--- config.mk ---
export PLATFORM = sky130hd
export DESIGN_NAME = proc_run_ctrl
export DESIGN_NICKNAME = d
export VERILOG_FILES = /design/src/rtl/proc_run_ctrl.sv
export SDC_FILE = /design/constraint.sdc
export NUM_CORES = 1
export LEC_CHECK = 0
export ABC_AREA = 1
export ABC_CLOCK_PERIOD_IN_PS = 2500
export CORE_ASPECT_RATIO = 0.9
export CORE_MARGIN = 2
export CORE_UTILIZATION = 48
export DETAILED_ROUTE_END_ITERATION = 10
export PLACE_DENSITY_LB_ADDON = 0.2
export RECOVER_POWER = 100
export SKIP_LAST_GASP = 1
export SLEW_MARGIN = 20
export SYNTH_ARGS = -nofsm -noshare
export SYNTH_HDL_FRONTEND = slang
export SYNTH_SLANG_ARGS = --single-unit
--- constraint.sdc ---
create_clock -name clk -period 2.5 [get_ports clk]
set_input_delay 0.25 -clock clk [delete_from_list [all_inputs] [get_ports clk]]
set_output_delay 0.25 -clock clk [all_outputs]
set_load 0.005 [all_outputs]
--- src/rtl/proc_run_ctrl.sv ---
`default_nettype none
// ============================================================================
//  Module   : proc_run_ctrl
//  Purpose  : Run controller for an attached processor. Starts a run on
//             request, enables the processor until it halts or an optional
//             cycle limit expires, holds the enable low for a fixed drain
//             period, then reports completion with the captured cycle count,
//             run length and timeout status.
//  Revision : 1.0 - initial release
// ============================================================================
module proc_run_ctrl #(
    parameter int CC_W         = 16,
    parameter int DRAIN_CYCLES = 2
) (
    input  logic            clk,
    input  logic            rst,
    input  logic            start,
    input  logic [CC_W-1:0] timeout_limit,
    input  logic            halt,
    input  logic [CC_W-1:0] cc,
    output logic            en,
    output logic            busy,
    output logic            done,
    output logic            timed_out,
    output logic [CC_W-1:0] result_cc,
    output logic [CC_W-1:0] run_cycles
);

    // DRAIN_CYCLES is at most 15, so four bits always hold the drain count.
    localparam int DC_W = 4;

    localparam logic [DC_W-1:0] C_DRAIN_LAST = DC_W'(DRAIN_CYCLES - 1);
    localparam logic [DC_W-1:0] C_DC_ONE     = {{(DC_W-1){1'b0}}, 1'b1};
    localparam logic [CC_W-1:0] C_CC_MAX     = {CC_W{1'b1}};
    localparam logic [CC_W-1:0] C_CC_ONE     = {{(CC_W-1){1'b0}}, 1'b1};
    localparam logic [CC_W:0]   C_CCX_ONE    = {{CC_W{1'b0}}, 1'b1};

    localparam logic [1:0] C_IDLE  = 2'd0;
    localparam logic [1:0] C_RUN   = 2'd1;
    localparam logic [1:0] C_DRAIN = 2'd2;
    localparam logic [1:0] C_DONE  = 2'd3;

    logic [1:0]      r_state;
    logic [1:0]      w_state_nxt;
    logic [DC_W-1:0] r_drain_cnt;

    logic            w_start_run;
    logic            w_timeout_hit;
    logic            w_run_exit;
    logic            w_drain_last;
    logic [CC_W:0]   w_run_plus1;

    logic            w_en_nxt;
    logic            w_busy_nxt;
    logic            w_done_nxt;

    // The +1 is formed one bit wider so a saturated counter can never alias
    // back onto a small limit value.
    assign w_run_plus1   = {1'b0, run_cycles} + C_CCX_ONE;

    // Limit is compared live every cycle; halt takes priority over timeout.
    assign w_timeout_hit = (timeout_limit != '0)
                         && (w_run_plus1 == {1'b0, timeout_limit})
                         && !halt;

    // Start is honoured only when no run is in progress.
    assign w_start_run   = start && ((r_state == C_IDLE) || (r_state == C_DONE));

    assign w_run_exit    = (r_state == C_RUN) && (halt || w_timeout_hit);

    assign w_drain_last  = (r_drain_cnt == C_DRAIN_LAST);

    // State register plus registered copies of the state-decoded outputs.
    always_ff @(posedge clk or posedge rst) begin
        if (rst) begin
            r_state <= C_IDLE;
            en      <= 1'b0;
            busy    <= 1'b0;
            done    <= 1'b0;
        end else begin
            r_state <= w_state_nxt;
            en      <= w_en_nxt;
            busy    <= w_busy_nxt;
            done    <= w_done_nxt;
        end
    end

    // Next-state selection.
    always_comb begin
        w_state_nxt = r_state;
        case (r_state)
            C_IDLE: begin
                if (w_start_run) begin
                    w_state_nxt = C_RUN;
                end
            end
            C_RUN: begin
                if (w_run_exit) begin
                    w_state_nxt = C_DRAIN;
                end
            end
            C_DRAIN: begin
                if (w_drain_last) begin
                    w_state_nxt = C_DONE;
                end
            end
            C_DONE: begin
                if (w_start_run) begin
                    w_state_nxt = C_RUN;
                end
            end
            default: begin
                w_state_nxt = C_IDLE;
            end
        endcase
    end

    // Outputs are decoded from the next state so the registered versions
    // line up with the state they describe.
    always_comb begin
        w_en_nxt   = 1'b0;
        w_busy_nxt = 1'b0;
        w_done_nxt = 1'b0;
        case (w_state_nxt)
            C_RUN: begin
                w_en_nxt   = 1'b1;
                w_busy_nxt = 1'b1;
            end
            C_DRAIN: begin
                w_busy_nxt = 1'b1;
            end
            C_DONE: begin
                w_done_nxt = 1'b1;
            end
            default: begin
                w_en_nxt   = 1'b0;
            end
        endcase
    end

    // Run statistics: cleared on run entry, counted during RUN, captured on
    // the exit edge and held through DRAIN and DONE.
    always_ff @(posedge clk or posedge rst) begin
        if (rst) begin
            run_cycles <= '0;
            result_cc  <= '0;
            timed_out  <= 1'b0;
        end else if (w_start_run) begin
            run_cycles <= '0;
            result_cc  <= '0;
            timed_out  <= 1'b0;
        end else if (r_state == C_RUN) begin
            if (run_cycles != C_CC_MAX) begin
                run_cycles <= run_cycles + C_CC_ONE;
            end
            if (w_run_exit) begin
                result_cc <= cc;
                timed_out <= w_timeout_hit;
            end
        end
    end

    // Drain counter: zeroed as RUN exits, advanced each DRAIN cycle.
    always_ff @(posedge clk or posedge rst) begin
        if (rst) begin
            r_drain_cnt <= '0;
        end else if (w_run_exit) begin
            r_drain_cnt <= '0;
        end else if ((r_state == C_DRAIN) && !w_drain_last) begin
            r_drain_cnt <= r_drain_cnt + C_DC_ONE;
        end
    end

endmodule
`default_nettype wire

==> results of run 1 <==
## synth_stat cells
cell type	instances	area share [%]
o22ai_1	14	3.3
dfrtp_1	42	40
a21oi_1	3	0.57
o311ai_0	1	0.33
nor2_1	28	4.0
o21ai_0	5	0.96
nor2_4	1	0.43
buf_6	1	0.43
o21ai_1	1	0.19
nor3_1	1	0.19
xnor2_1	2	0.67
ha_1	6	2.9
inv_1	57	8.2
nand3_2	1	0.38
buf_4	1	0.29
nor2_2	3	0.72
nand4_1	28	6.7
nand2_4	1	0.43
clkbuf_1	6	0.86
xor2_1	2	0.67
nand2_1	110	16
o21bai_4	1	0.72
or2_2	1	0.24
buf_2	2	0.38
nand3_1	55	11
## routing by layer
metal | vias up | wire length, µm
met5 | - | 0
met4 | 0 | 89
met3 | 10 | 628
met2 | 124 | 3184
met1 | 1269 | 3097
li1 | 1375 | -
## flip-flops by register name (all words and copies together), names as in the netlist
signal       flops
r_state          2
run_cycles      16
done             1
busy             1
timed_out        1
r_drain_cnt      4
result_cc       16
en               1
## area by class of cell
type / instances / share of cell area, %
inverters: 57 / 5.969
clock inverters: 2 / 1.047
clock buffers: 6 / 2.024
flip-flops and latches: 42 / 29.35
well taps: 67 / 2.339
multi-input cells: 264 / 37.98
repair buffers: 79 / 21.29
## kinds of logic (layout without fill, tap and decap cells)
group                    count (synthesis)  in the layout
AND/OR/NAND/NOR                        229            229
buffers and inverters                   67            144
flip-flops                              42             42
AO/OA/AOI/OAI                           25             25
adder cells (fa/ha/maj)                  6              6
XOR/XNOR                                 4              4
## worst min-delay path, delay by kind of cell (launching register included)
family,cells,cell delay [ns]
flip-flops,1,0.34
AND/OR/NAND/NOR,2,0.13
## power by group
group          internal [W]  leakage (nW)  switching (W)
registers          0.000875         0.565       0.000121
logic              0.000523          1.20       0.000673
clock network      0.000298        0.0514       0.000248
total               0.00170          1.82        0.00104
## timing repair
| item | CTS | global route |
|---|---|---|
| buffers inserted | 0 | 2 |
| endpoints found under the setup margin | 0 | 24 |
| resized for setup | 0 | 17 |
## worst max-delay path by stage
stage               depth (start not counted)  slack [ns]                    endpoint                 startpoint
floorplan                                  15        0.40    result_cc[0]$_DFFE_PP0P_  run_cycles[0]$_DFFE_PP0P_
detailed placement                         16        0.10              busy$_DFF_PP0_  run_cycles[0]$_DFFE_PP0P_
CTS                                        16        0.09              busy$_DFF_PP0_  run_cycles[0]$_DFFE_PP0P_
global placement                           14        0.19  r_drain_cnt[1]$_DFFE_PP0P_  run_cycles[1]$_DFFE_PP0P_
global route                               16        0.01              busy$_DFF_PP0_  run_cycles[0]$_DFFE_PP0P_
finish                                     14        0.17              busy$_DFF_PP0_  run_cycles[1]$_DFFE_PP0P_
## through the flow
| stage | setup slack, ns | total power (W) | cell area, µm² |
|---|---|---|---|
| detailed placement | 0.1009 | 0.002237 | 3406 |
| global route | 0.01101 | 0.002945 | 3585 |
| finish | 0.1699 | 0.002738 | 3585 |
| floorplan | 0.3962 | 0.001680 | 2618 |
| global placement | 0.1934 | 0.002202 | 3406 |
| CTS | 0.08870 | 0.002785 | 3516 |
==> results.yml, run 1 <==
run_status:
  status: "completed"
grt:
  grt_pass1_vias: 2426
  top_usage_layer: "met2"
  grt_use_met1_pct: 33.98
  track_usage_pct: 23.68
  met3_usage_pct: 6.311
  antenna_found_initial: 0
  grt_first_pass_wirelength_um: 11120
  use_met2_pct: 36.04
  grt_max_degree: 43
  overflow: 0
cts:
  cts-root-buf: "clkbuf_8"
  clock_sinks: 42
  cts_buffer_depth: 2
  cts_max_level: 2
  cts_hold_buf: 0
  cts_tree: "done"
  clkLatencyLatePin_ns: 0.30
  cts-buffers-inserted: 5
  path_clk_slew_ns: 0.08
final_layout:
  layout_common_cells: "nand2_1, inv_1, nand3_1"
  nFillCells: 453
  drive_gt1_share_pct: 8.000
  fin_cells: 517
  area_growth_pct: 36.95
  utilization_pct: 68.21
  num_antenna_cells: 0
  final_common_cell: "nand2_1"
  layout.nets: 491
  multi_input_area_um2: 1361
  register_area_um2: 1052
power_and_ir_drop:
  leakagePower_nw: 1.816
  p_per_area_nw_per_um2: 763.9
  peakVddDrop_mv: 0.6130
logic_synthesis:
  ys_types: 25
  synth_compound_area_share_pct: 6.119
  synth_top_family_by_area: "simple AND/OR/NAND/NOR gates"
  synthMuxAreaShare_pct: 0
  synth_fp_nets: 415
  syn_area_um2: 2618
  synthSimpleGateAreaFrac_pct: 39.39
  yosysWarnings: 0
  syn-instance-count: 373
  ys_seq_elements: 42
  synth_xor_area_share_pct: 1.338
  ys_seq_area_share_pct: 40.15
  syn_avg_cell_area_um2: 7.017
  synthAdderAreaFrac_pct: 2.868
hold_path:
  hold_path_depth: 2
  min_path_type: "flip-flop to flip-flop"
  worstHoldStart: "result_cc[10]$_DFFE_PP0P_"
  hold_end: "result_cc[10]$_DFFE_PP0P_"
drt:
  drc: 0
  finalWirelength_um: 6999
  vias_per_cell: 5.373
  dr.first_iter.drc_count: 200
  num_vias: 2778
  wl_per_cell_um: 13.54
  dr.pass1.iters: 5
  antenna_left: 0
critical_path:
  worstPathArrival_ns: 2.52
  reg2reg_to: "busy$_DFF_PP0_"
  cp_max_fo: 5
  critPathRequiredTime_ns: 2.69
  reg2reg_from: "run_cycles[1]$_DFFE_PP0P_"
  reg2reg_depth: 14
  startpoint_type: "flip-flop"
  crit_type: "flip-flop to flip-flop"
  critPathMaxStageDelay_ns: 0.45
  r2r_slack_ns: 0.17
  slowest_stage: "dfrtp_2"
  cpLargestDelayFamily: "simple AND/OR/NAND/NOR gates"
  path_cells: "ha_4 -> or2_2 -> nand3_1 -> nand2_1 -> nor2_1 -> nand3_1 -> nor2_1 -> nand3_1 -> inv_1 -> nand2_2 -> nand3_2 -> nand2_1 -> ha_1 -> inv_1"
  path_common_cell: "nand3_1"
  worstSetupEndpointType: "flip-flop"
  path_buf_inv: 2
sta:
  rsz0062_at_grt: "no"
  fin_crit_ns: 2.330
  skew_ns: 0.01090
  max_slew_margin_pct: 31.39
  fmax_mhz: 429.2
  tns_ns: 0
  setup_violations: 0
  slew_violations: 0
  tightest_slew_ns: 1.029
  min_period_over_period_pct: 93.20
  hold_slack_ns: 0.5017
  final_hold_viol_count: 0
floorplanning:
  initial_core_util_pct: 49.81
  die_area_um2: 6061
  die_y_um: 74.06
  coreArea_um2: 5255
  die_w_um: 81.84
  ios: 72
  row_count: 25
place:
  port_buffers: 71
  dpl.hpwl_um: 5091
  placedCellCount: 507
  place_congestion: 0.9082
job:
  drv_cap: 0
Power figures use the tool's default switching activity.
==> run 2: changes to the inputs <==
Settings changed: CELL_PAD_IN_SITES_DETAIL_PLACEMENT from default to 0, CELL_PAD_IN_SITES_GLOBAL_PLACEMENT from default to 1, CORE_UTILIZATION 48 to 34, SLEW_MARGIN 20 to default.
==> run 2 against run 1 <==
Clock skew decreased by 0.0054 ns. Sequential power decreased by 0.4%. Wire length increased by 6.4%. Critical path depth unchanged. Critical endpoint unchanged.
==> results.yml, run 2 (synthesis gave the netlist of run 1 again) <==
cts:
  cts_buffer_depth: 2
  cts_max_level: 2
  cts-root-buf: "clkbuf_8"
  clock_sinks: 42
  clkLatencyLatePin_ns: 0.30
  cts-buffers-inserted: 5
  path_clk_slew_ns: 0.09
  cts_tree: "done"
critical_path:
  startpoint_type: "flip-flop"
  path_buf_inv: 2
  worstSetupEndpointType: "flip-flop"
  reg2reg_depth: 14
  slowest_stage: "dfrtp_1"
  path_cells: "ha_2 -> or2_2 -> nand3_1 -> nand2_1 -> nor2_1 -> nand3_1 -> nor2_2 -> nand3_2 -> inv_1 -> nand2_1 -> nand3_1 -> nand2_1 -> ha_1 -> inv_1"
  cp.depth: 14
  critPathMaxStageDelay_ns: 0.43
  crit_type: "flip-flop to flip-flop"
  cpLargestDelayFamily: "simple AND/OR/NAND/NOR gates"
  cp_max_fo: 4
  critPathRequiredTime_ns: 2.71
  worstPathArrival_ns: 2.49
sta:
  fmax_mhz: 437.1
  tns_ns: 0
  slew_violations: 0
  final_hold_viol_count: 0
  rsz0062_at_grt: "no"
  fin_crit_ns: 2.288
  tightest_slew_ns: 1.110
  skew_ns: 0.005484
  min_period_over_period_pct: 91.52
  max_slew_margin_pct: 26.00
  setup_violations: 0
place:
  place_congestion: 0.7788
  placed_area_um2: 3450
  placedCellCount: 537
  dpl.hpwl_um: 5366
  port_buffers: 71
floorplanning:
  ios: 72
  die_w_um: 96.49
  die_y_um: 87.24
  initial_core_util_pct: 34.87
  die_area_um2: 8417
  row_count: 30
  coreArea_um2: 7507
final_layout:
  area_growth_pct: 37.91
  layout.nets: 493
  num_antenna_cells: 0
  final_common_cell: "nand2_1"
  fin_area_um2: 3610
  largestRegisters: "result_cc (16), run_cycles (16), r_drain_cnt (4)"
  fin_cells: 548
  drive_gt1_share_pct: 8.186
  layout_common_cells: "nand2_1, inv_1, nand3_1"
power_and_ir_drop:
  leakagePower_nw: 1.822
  p_per_area_nw_per_um2: 742.2
  peakVddDrop_mv: 0.4275
  finalPower_w: 0.002679
drt:
  num_vias: 2706
  dr.pass1.iters: 5
  antenna_left: 0
  vias_per_cell: 4.938
  dr.first_iter.drc_count: 175
  finalWirelength_um: 7450
  wl_per_cell_um: 13.59
  drc: 0
grt:
  antenna_found_initial: 0
  grt_first_pass_wirelength_um: 12120
  overflow: 0
  grt_pass1_vias: 2559
  track_usage_pct: 18.52
  grt_max_degree: 43
run_status:
  status: "completed"
hold_path:
  hold_path_depth: 2
  min_path_type: "flip-flop to flip-flop"
job:
  drv_cap: 0
## run 2: path summary, 6_finish.rpt
kind	end	from	slack, ns
min	result_cc[4]$_DFFE_PP0P_	result_cc[4]$_DFFE_PP0P_	0.50
max reg2reg	busy$_DFF_PP0_	run_cycles[1]$_DFFE_PP0P_	0.21
max in group asynchronous	done$_DFF_PP0_	rst	1.08
max	busy$_DFF_PP0_	run_cycles[1]$_DFFE_PP0P_	0.21
min in group asynchronous	result_cc[1]$_DFFE_PP0P_	rst	0.73
min reg2reg	result_cc[4]$_DFFE_PP0P_	result_cc[4]$_DFFE_PP0P_	0.50
## run 2: layout make-up
| cell class | count | area [µm²] |
|---|---|---|
| fillers | 793 | 3897 |
| multi-input cells | 264 | 1349 |
| flip-flops and latches | 42 | 1051 |
| repair buffers | 81 | 780.7 |
| inverters | 57 | 214.0 |
| well taps | 96 | 120.1 |
| clock buffers | 6 | 82.58 |
| clock inverters | 2 | 12.51 |
## run 2: repair_timing
item	CTS	global route
gates resized for setup	0	14
hold endpoints to repair	0	0
setup buffers	0	3
hold buffers	0	0
setup endpoints to repair	0	36
## run 2: worst register-to-register path: cells and delay by family (launching register included)
family | cells | cell delay, ns
fa+ha+maj | 2 | 0.52
flops | 1 | 0.43
simple gates | 10 | 1.14
buf+inv | 2 | 0.11
## run 2: metal layers
layer / track usage (%) / wire [µm] / part of all wire (%)
met1: 27.16 / 3788 / 51
met2: 28.66 / 3191 / 43
met3: 3.117 / 405 / 5.4
met4: 4.097 / 66 / 0.89
met5: 0 / 0 / 0
## run 2: power breakdown
part / internal, W / switching (W)
sequential: 0.000875 / 0.000117
clock: 0.000223 / 0.000262
combinational: 0.000524 / 0.000679
total: 0.00162 / 0.00106
## run 2: metrics by stage
step,utilization (%),worst slack (ns),hold slack [ns]
after floorplan,-,0.3962,0.4052
after CTS,47.22,0.1067,0.4118
final,48.08,0.2121,0.4959
after global routing,48.08,0.01933,0.5145
after detailed placement,45.95,0.1169,0.4873
after global placement,45.95,0.1685,0.4799
==> edit (flow settings as in run 1) <==
Add an input register stage for `start`, `timeout_limit`, `halt` and `cc`, without a reset; this delays them by one clock. Comments in the files are not updated.
--- a/src/rtl/proc_run_ctrl.sv
+++ b/src/rtl/proc_run_ctrl.sv
@@ -42,2 +42,14 @@
 
+    logic start_q;
+    logic [CC_W-1:0] timeout_limit_q;
+    logic halt_q;
+    logic [CC_W-1:0] cc_q;
+
+    always_ff @(posedge clk) begin
+        start_q         <= start;
+        timeout_limit_q <= timeout_limit;
+        halt_q          <= halt;
+        cc_q            <= cc;
+    end
+
     logic [1:0]      r_state;
@@ -61,10 +73,10 @@
     // Limit is compared live every cycle; halt takes priority over timeout.
-    assign w_timeout_hit = (timeout_limit != '0)
-                         && (w_run_plus1 == {1'b0, timeout_limit})
-                         && !halt;
+    assign w_timeout_hit = (timeout_limit_q != '0)
+                         && (w_run_plus1 == {1'b0, timeout_limit_q})
+                         && !halt_q;
 
     // Start is honoured only when no run is in progress.
-    assign w_start_run   = start && ((r_state == C_IDLE) || (r_state == C_DONE));
+    assign w_start_run   = start_q && ((r_state == C_IDLE) || (r_state == C_DONE));
 
-    assign w_run_exit    = (r_state == C_RUN) && (halt || w_timeout_hit);
+    assign w_run_exit    = (r_state == C_RUN) && (halt_q || w_timeout_hit);
 
@@ -156,3 +168,3 @@
             if (w_run_exit) begin
-                result_cc <= cc;
+                result_cc <= cc_q;
                 timed_out <= w_timeout_hit;
Formal check against the unedited RTL: not equivalent (Yosys sat finds a counterexample within 4 cycles, from zero or initial values and one cycle with rst high).
==> edit against run 1 <==
Total power rose by 40%; via count rose by 6.7%; count of clock-buffer cells in the layout rose by 3; wire length rose by 15%; sequential power rose by 66%; combinational power rose by 9%; setup slack improved by 0.022 ns; design area rose by 22%; fmax rose by 0.95%; die area rose by 25%; area after synthesis rose by 27%; sequential cell count rose by 34; critical path type unchanged; critical endpoint unchanged.
==> edit: results (changes against run 1) <==
** Power and ir drop
- Sw Pwr :: 0.00143 W (+37%)
- The reported leakage power came to 2.06 nW (+13%).
- The worst vdd rail ir drop came to 491 uV (-20%).
- The power drawn by the sequential cells was 0.00165 W (+66%).
- The reported combinational group power is 0.00131 W (+9%).

** Route
- The met2 layer wire length in the routed design came to 3730 um (+17%).
- DR pass1 iterations :: 5 (unchanged)
- The DRC violation total after the first TritonRoute iteration came to 243 (+22%).
- Total wire length after detailed routing :: 8050 um (+15%)
- Met1 layer wirelength in the final routing :: 3500 um (+13%)
- The total via count in the routed design is 2963 (+6.7%).
- Met3 WL :: 727 um (+16%)

** Yosys
- Ys flop type :: dfrtp_1
- Sequential element share of the synthesized area :: 0.521 (+0.120)
- Commonest cells post-synth :: nand2_1 (105), inv_1 (50), dfrtp_1 (42)
- Cell types occupying the most area after synthesis :: dfrtp_1 (32%), dfxtp_1 (20%), nand2_1 (12%)
- Post-Synthesis Net Count :: 436 (+5.1%)
- The proportion of register bits with asynchronous set or reset after synthesis came to 0.553 (-0.447).
- The distinct cell type count of the synthesized netlist came to 28 (+12%).
- Mean cell area of the mapped netlist :: 8.43 um^2 (+20%)

** Placed design
- The number of port buffers was 71 (unchanged).
- The weighted congestion at the end of routability-driven global placement was 0.891 (-1.9%).
- Worst slack at placement :: 0.161 ns (+0.0597 ns)
- Total half-perimeter wirelength after legalization and detailed placement :: 5670 um (+11%)
- Cells after DPL :: 552 (+8.9%)

** GRT
- GR Util All Layers :: 0.226 (-0.0105)
- GR Layer Usage met3 :: 0.0744 (+0.0113)
- Global-route wire length before repair :: 13600 um (+22%)
- The number of global-route vias before repair is 2833 (+17%).
- GR Layer Usage met2 :: 0.334 (-0.0262)
- The global-route track usage on met1 was 0.317 (-0.0228).

** Setup path
- Worst path arrival time :: 2.56 ns (+0.04 ns)
- Critical-path cell with the highest stage delay :: dfrtp_2
- The maximum cell stage delay along the critical path came to 0.43 ns (-0.02 ns).
- Max Fanout on Critical Path :: 6 (+1)

** CTS
- CTS buffer count :: 9 (+4)
- Clock-pin slew was measured on the worst setup and hold paths at 0.09 ns.
- Later-pin clock latency in the skew report :: 0.36 ns (+0.06 ns)
- The H-tree depth came to 3 (+1).

** Finish
- The number of cells in the finished layout apart from fillers was 568 (+9.9%).
- Fraction of layout instances using a drive strength above 1 :: 0.109 (+0.0288)
- Final net count :: 515 (+4.9%)
- The count of inserted antenna diode cells was 0 (unchanged).

** STA
- The post-route clock skew was 0.0165 ns (+0.00557 ns).
- The actual slew at the worst max-slew pin was 1.05 ns (+0.0222 ns).

** Run status
- The flow ran to the end, and the final reports show no timing, DRC or antenna violations.

** Min path
- Hold crit path type :: in2reg
==> edit: what timing repair did <==
| action | in CTS | in global routing |
|---|---|---|
| setup endpoints to repair | 0 | 23 |
| setup buffers | 0 | 0 |
| gates resized for setup | 0 | 10 |
==> edit: final cells by class <==
| type | instances | area, um^2 |
|---|---|---|
| Clock inverter | 7 | 57.6 |
| Tap cell | 90 | 113 |
| Multi-Input combinational cell | 257 | 1380 |
| Fill cell | 553 | 2290 |
| Sequential cell | 76 | 1730 |
| Clock buffer | 9 | 124 |
| Timing Repair Buffer | 78 | 764 |
| Inverter | 51 | 191 |
==> edit: per-stage QoR <==
stage,power (W),area (um^2)
final,0.00384,4360
after global routing,0.00413,4360
after CTS,0.00392,4320
after detailed placement,0.00304,4140
after global placement,0.00300,4140
after floorplan,0.00241,3320
==> edit: logic make-up after synthesis <==
logic type	Yosys count	synth area share
AOI/OAI and AO/OA	25	0.0452
and+or+nand+nor	220	0.321
buffers and inverters	61	0.0745
xor gates and xnor gates	6	0.0158
DFF	76	0.521
adders and majority gates	6	0.0226
==> edit: final timing paths <==
check | to | slack [ns] | cells past startpoint | start
max in group asynchronous | run_cycles[1]$_DFFE_PP0P_ | 1.14 | 3 | rst
max | busy$_DFF_PP0_ | 0.19 | 16 | run_cycles[0]$_DFFE_PP0P_
min in group asynchronous | run_cycles[14]$_DFFE_PP0P_ | 0.65 | 3 | rst
min reg2reg | result_cc[3]$_DFFE_PP0P_ | 0.45 | 2 | cc_q[3]$_DFF_P_
max reg2reg | busy$_DFF_PP0_ | 0.19 | 16 | run_cycles[0]$_DFFE_PP0P_
min | timeout_limit_q[4]$_DFF_P_ | 0.42 | 1 | timeout_limit[4]
